File: config.mk
export PLATFORM = sky130hd
export DESIGN_NAME = h_u_seqdiv8_flat
export DESIGN_NICKNAME = d
export VERILOG_FILES = /design/src/rtl/h_u_seqdiv8_if.sv /design/src/rtl/h_u_seqdiv8.sv /design/src/flat_wrapper.sv
export SDC_FILE = /design/constraint.sdc
export NUM_CORES = 1
export LEC_CHECK = 0
export CAP_MARGIN = 20
export CELL_PAD_IN_SITES_DETAIL_PLACEMENT = 1
export CELL_PAD_IN_SITES_GLOBAL_PLACEMENT = 1
export CORE_MARGIN = 2
export CORE_UTILIZATION = 38
export DETAILED_ROUTE_END_ITERATION = 8
export PLACE_DENSITY = 0.87
export SYNTH_ARGS = -nofsm -noshare
export SYNTH_HDL_FRONTEND = slang
export SYNTH_SLANG_ARGS = --single-unit
File: constraint.sdc
create_clock -name clk -period 2.2 [get_ports clk]
set_input_delay 0.33 -clock clk [delete_from_list [all_inputs] [get_ports clk]]
set_output_delay 0.33 -clock clk [all_outputs]
set_load 0.005 [all_outputs]
File: src/rtl/h_u_seqdiv8_if.sv
// Handshake bundle for h_u_seqdiv8: operand request channel and result channel.
// The divider uses the slave modport; the operand source and result consumer use master.
interface h_u_seqdiv8_if #(
  parameter int unsigned N = 8
);
  logic           in_valid;
  logic           in_ready;
  logic [2*N-1:0] dividend;
  logic [N-1:0]   divisor;
  logic           out_valid;
  logic           out_ready;
  logic [N-1:0]   quotient;
  logic [N-1:0]   remainder;
  logic           ovf;

  modport master (
    output in_valid, dividend, divisor, out_ready,
    input  in_ready, out_valid, quotient, remainder, ovf
  );

  modport slave (
    input  in_valid, dividend, divisor, out_ready,
    output in_ready, out_valid, quotient, remainder, ovf
  );
endinterface

File: src/rtl/h_u_seqdiv8.sv
// Sequential unsigned restoring divider: 2N-bit dividend / N-bit divisor, one quotient bit per
// clock. Optional HUSEQDIV_OVF_SHORTCUT_EN sends overflowing operations straight to DONE.
module h_u_seqdiv8 #(
  parameter int unsigned N = 8
) (
  input logic          clk,
  input logic          rst,
  h_u_seqdiv8_if.slave bus
);

  localparam int unsigned CntW = $clog2(N) + 1;

  typedef enum logic [1:0] {
    StIdle,
    StCalc,
    StDone
  } state_e;

  state_e          state_q, state_d;
  // Partial remainder R. Its top bit is zero at every register boundary (R < divisor, or a
  // high dividend half that fits in N bits), so only the low N bits are stored.
  logic [N-1:0]    rem_q, rem_d;
  logic [N-1:0]    quo_q, quo_d;
  logic [N-1:0]    dvd_q, dvd_d;
  logic [N-1:0]    dvsr_q, dvsr_d;
  logic [CntW-1:0] cnt_q, cnt_d;
  logic            ovf_q, ovf_d;

  logic [N-1:0]    dvd_hi;
  logic            accept_ovf;
  logic [N:0]      trial;
  logic            trial_ge;
  logic [N-1:0]    trial_diff;

  assign dvd_hi     = bus.dividend[2*N-1:N];
  assign accept_ovf = (bus.divisor == '0) || (dvd_hi >= bus.divisor);

  // N+1-bit compare; the difference fits in N bits whenever it is taken.
  assign trial      = {rem_q, dvd_q[N-1]};
  assign trial_ge   = trial >= {1'b0, dvsr_q};
  assign trial_diff = trial[N-1:0] - dvsr_q;

  always_comb begin
    state_d = state_q;
    rem_d   = rem_q;
    quo_d   = quo_q;
    dvd_d   = dvd_q;
    dvsr_d  = dvsr_q;
    cnt_d   = cnt_q;
    ovf_d   = ovf_q;

    unique case (state_q)
      StIdle: begin
        if (bus.in_valid) begin
          dvsr_d  = bus.divisor;
          dvd_d   = bus.dividend[N-1:0];
          rem_d   = dvd_hi;
          quo_d   = '0;
          cnt_d   = CntW'(N);
          ovf_d   = accept_ovf;
          state_d = StCalc;
`ifdef HUSEQDIV_OVF_SHORTCUT_EN
          if (accept_ovf) begin
            quo_d   = '1;
            rem_d   = '0;
            cnt_d   = '0;
            state_d = StDone;
          end
`endif
        end
      end

      StCalc: begin
        rem_d = trial_ge ? trial_diff : trial[N-1:0];
        quo_d = {quo_q[N-2:0], trial_ge};
        dvd_d = {dvd_q[N-2:0], 1'b0};
        cnt_d = cnt_q - CntW'(1);
        if (cnt_q == CntW'(1)) begin
          state_d = StDone;
          // Iteration contents are meaningless on overflow; present the saturated result.
          if (ovf_q) begin
            quo_d = '1;
            rem_d = '0;
          end
        end
      end

      StDone: begin
        if (bus.out_ready) begin
          state_d = StIdle;
        end
      end

      default: begin
        state_d = StIdle;
      end
    endcase
  end

  always_ff @(posedge clk) begin
    if (rst) begin
      state_q <= StIdle;
      rem_q   <= '0;
      quo_q   <= '0;
      dvd_q   <= '0;
      dvsr_q  <= '0;
      cnt_q   <= '0;
      ovf_q   <= 1'b0;
    end else begin
      state_q <= state_d;
      rem_q   <= rem_d;
      quo_q   <= quo_d;
      dvd_q   <= dvd_d;
      dvsr_q  <= dvsr_d;
      cnt_q   <= cnt_d;
      ovf_q   <= ovf_d;
    end
  end

  // Handshake outputs decode registered state only.
  assign bus.in_ready  = (state_q == StIdle);
  assign bus.out_valid = (state_q == StDone);
  assign bus.quotient  = quo_q;
  assign bus.remainder = rem_q;
  assign bus.ovf       = ovf_q;

endmodule

File: src/flat_wrapper.sv
// flat-port wrapper written by rule: the top's interface ports become plain ports
module h_u_seqdiv8_flat 
#(
  parameter int unsigned N = 8
)
  (clk, rst, bus_in_valid, bus_dividend, bus_divisor, bus_out_ready, bus_in_ready, bus_out_valid, bus_quotient, bus_remainder, bus_ovf);
  h_u_seqdiv8_if #(.N(N)) bus_i ();
  input logic clk;
  input logic rst;
  input wire logic [$bits(bus_i.in_valid)-1:0] bus_in_valid;
  input wire logic [$bits(bus_i.dividend)-1:0] bus_dividend;
  input wire logic [$bits(bus_i.divisor)-1:0] bus_divisor;
  input wire logic [$bits(bus_i.out_ready)-1:0] bus_out_ready;
  output wire logic [$bits(bus_i.in_ready)-1:0] bus_in_ready;
  output wire logic [$bits(bus_i.out_valid)-1:0] bus_out_valid;
  output wire logic [$bits(bus_i.quotient)-1:0] bus_quotient;
  output wire logic [$bits(bus_i.remainder)-1:0] bus_remainder;
  output wire logic [$bits(bus_i.ovf)-1:0] bus_ovf;
  assign bus_i.in_valid = bus_in_valid;
  assign bus_i.dividend = bus_dividend;
  assign bus_i.divisor = bus_divisor;
  assign bus_i.out_ready = bus_out_ready;
  assign bus_in_ready = bus_i.in_ready;
  assign bus_out_valid = bus_i.out_valid;
  assign bus_quotient = bus_i.quotient;
  assign bus_remainder = bus_i.remainder;
  assign bus_ovf = bus_i.ovf;
  h_u_seqdiv8 #(.N(N)) u_core (.clk(clk), .rst(rst), .bus(bus_i));
endmodule
==> run_results.csv <==
group,metric,value,unit
yosys,synth_seq_cells,39,
cells_and_area,multi_input_area,1520,sq um
place,dp_hpwl,5730,um
sta,holdWs,458,ps
route,drc,0,
yosys,yosysMostFrequentCell,"a21oi_1",
yosys,synth_fp_nets,371,
cells_and_area,diodes,0,
floorplanning,fp.dieH,85.0,um
place,globalplace.congestion,0.829,
sta,min_period,2070,ps
clocking,clock_latency,300,ps
setup_path,end_kind,"flop",
grt,grt_max_degree,31,
clocking,ctsHoldBuffers,0,
floorplanning,dieArea,7230,sq um
route,wl_per_cell,16.3,um
place,place_ws,27.0,ps
setup_path,crit_arrival,2240,ps
grt,antenna_found_initial,0,
yosys,synth_cell_types,51,
sta,finalSetupViolations,0,
sta,slew_headroom,67.3,%
pwr,power.density_cell_area,726,nW/um^2
yosys,synth_top_flop_cell,"dfxtp_1",
grt,grt_pass1_wl,12200,um
clocking,cts_tree,"yes",
setup_path,cp_max_fo,3,
cells_and_area,seq_area,781,sq um
grt,met3_usage,2.82,%
route,dr_total_vias,2524,
setup_path,r2r_slack,130,ps
grt,use_met2,35.1,%
yosys,seq_area_frac_synth,31.3,%
yosys,synthTopCellsByArea,"dfxtp_1 31%, ha_1 9.0%, a21oi_1 8.6%, nor2_1 6.3%, nand2_1 5.4%",
floorplanning,rows,29,
route,ant_nets,0,
sta,fmax,483,MHz
route,routed_wl,7420,um
clocking,cts.reportedPaths.clkPinSlew,80,ps
pwr,max-vdd-ir-drop,0.276,mV
sta,final.period_utilization,94.1,%
cells_and_area,nets,423,
floorplanning,initial_core_util,39.3,%
yosys,synth_area_leader_cell,"dfxtp_1",
sta,fin_tns_setup,0,ps
clocking,htree_levels,2,
setup_path,cp.required,2370,ps
grt,first_global_vias,2578,
floorplanning,ios,47,
yosys,avgSynthCellArea,7.70,sq um
sta,fin_ws,129,ps
setup_path,r2r_cells,7,
route,vias_per_cell,5.56,
yosys,syn_inst,324,
grt,busiest_layer,"met2",
grt,grt_use_met1,28.6,%
clocking,cts.sinks,39,
cells_and_area,drive_above_1_share,10.1,%
sta,worstMarginPinSlew,488,ps
floorplanning,dieWidth,85.0,um
yosys,yosysWarnings,0,
route,drt_iter0_drc,143,
clocking,post-cts-setup-buffers,0,
setup_path,worstSetupPathType,"reg2reg",
cells_and_area,fillerInstances,773,
floorplanning,core,6350,sq um
grt,globalRouteOverflowTotal,0,
yosys,synth_edf_count,0,
hold_path,hold_class,"reg2reg",
yosys,async_flop_share,0,%
hold_path,hold_depth,2,
pwr,p_leak,1.26,nW
status,status,"complete, no violations",
run,drv_cap,0,
clocking,cts_inserted_buffers,5,
grt,grt_usage,21.0,%
cells_and_area,area_delta_synth_final,27.2,%
sta,finClkSkew,8.39,ps
yosys,synth_top_cell_area_share,31.3,%
clocking,cts-root-buf,"clkbuf_8",
clocking,cts_resized,0,
sta,finalHoldViolCount,0,
setup_path,cp-start-kind,"flop",
sta,slew_violations,0,
yosys,syn_area,2490,sq um
clocking,cts_max_path_buffers,2,
place,numPortBuffers,46,
route,first_pass_iters,4,
sta,rsz0062_at_grt,"no",
yosys,synthTopCellsByCount,"43 x a21oi_1, 42 x nor2_1, 39 x dfxtp_1",
[kinds of logic (layout without fill, tap and decap cells)]
| logic type | count (synthesis) | after routing | share of synthesized area [%] |
|---|---|---|---|
| adders and majority gates | 19 | 19 | 9.83 |
| buffers and inverters | 43 | 96 | 7.68 |
| DFF | 39 | 39 | 31.3 |
| and+or+nand+nor | 124 | 124 | 23.9 |
| AOI/OAI and AO/OA | 94 | 94 | 25.5 |
| xor gates and xnor gates | 5 | 5 | 1.76 |
[final timing paths]
check / from / to
worst max-delay path: u_core.dvsr_q[1]$_SDFFE_PP0P_ / u_core.bus.remainder[7]$_SDFFE_PP0P_
worst min-delay path: u_core.dvsr_q[5]$_SDFFE_PP0P_ / u_core.dvsr_q[5]$_SDFFE_PP0P_
worst max register to register: u_core.dvsr_q[1]$_SDFFE_PP0P_ / u_core.bus.remainder[7]$_SDFFE_PP0P_
worst min register to register: u_core.dvsr_q[5]$_SDFFE_PP0P_ / u_core.dvsr_q[5]$_SDFFE_PP0P_
[metal layers]
| metal | vias to the layer above | wire length, um |
|---|---|---|
| li1 | 1224 | - |
| met1 | 1229 | 3430 |
| met2 | 65 | 3600 |
| met3 | 6 | 323 |
| met4 | 0 | 68 |
| met5 | - | 0 |
[cell usage in the layout (no fill, tap or decap), types with 2 or more instances in the layout]
master           instances
or2_2                    2
o221ai_1                 4
buf_4                   19
nand2_1                 36
nand3_2                  2
nor3_1                   8
a21o_1                   3
a211oi_1                 5
nor4_1                   4
o211ai_1                 3
clkbuf_8                 5
a21oi_1                 43
nand2b_1                 3
nor2b_1                 18
o32a_1                   3
ha_1                    18
xnor2_1                  3
inv_1                   23
a2bb2oi_1                4
o21a_1                   2
o21ai_0                  9
dfxtp_1                 39
clkdlybuf4s50_1         46
o31ai_1                  3
nor2_1                  42
xor2_1                   2
a22oi_1                  3
[worst max-delay path, stage by stage (launching register included)]
cell	delay (ps)
dfxtp_1	350
inv_1	80
ha_1	280
nor2b_1	200
o2111ai_1	220
a31o_2	310
a311oi_1	400
o31ai_1	110
[power breakdown]
part,internal [mW],switching (mW)
Sequential,0.775,0.0657
Clock,0.222,0.268
Combinational,0.451,0.522
[sequential cells by signal, summed over array words and instances, names as in the netlist]
register	flops
u_core.bus.quotient	8
u_core.cnt_q	4
u_core.dvsr_q	8
u_core.dvd_q	8
u_core.state_q	2
u_core.bus.ovf	1
u_core.bus.remainder	8
[stage by stage]
step	power [mW]	util [%]	cell area, sq um	cells
floorplan	1.47	-	2490	324
global placement	1.77	48.6	3090	446
detailed placement	1.82	48.6	3090	446
CTS	2.31	50.0	3170	454
global route	2.44	50.0	3170	454
finish	2.30	50.0	3170	454
[area by class of cell]
| cell class | instances | share of cell area, % |
|---|---|---|
| Timing Repair Buffer | 65 | 19.0 |
| Tap cell | 77 | 3.04 |
| Inverter | 23 | 2.72 |
| Multi-Input combinational cell | 242 | 47.9 |
| Clock buffer | 6 | 2.29 |
| Clock inverter | 2 | 0.394 |
| Sequential cell | 39 | 24.6 |
Note: power is estimated with default switching activity, not from simulation.
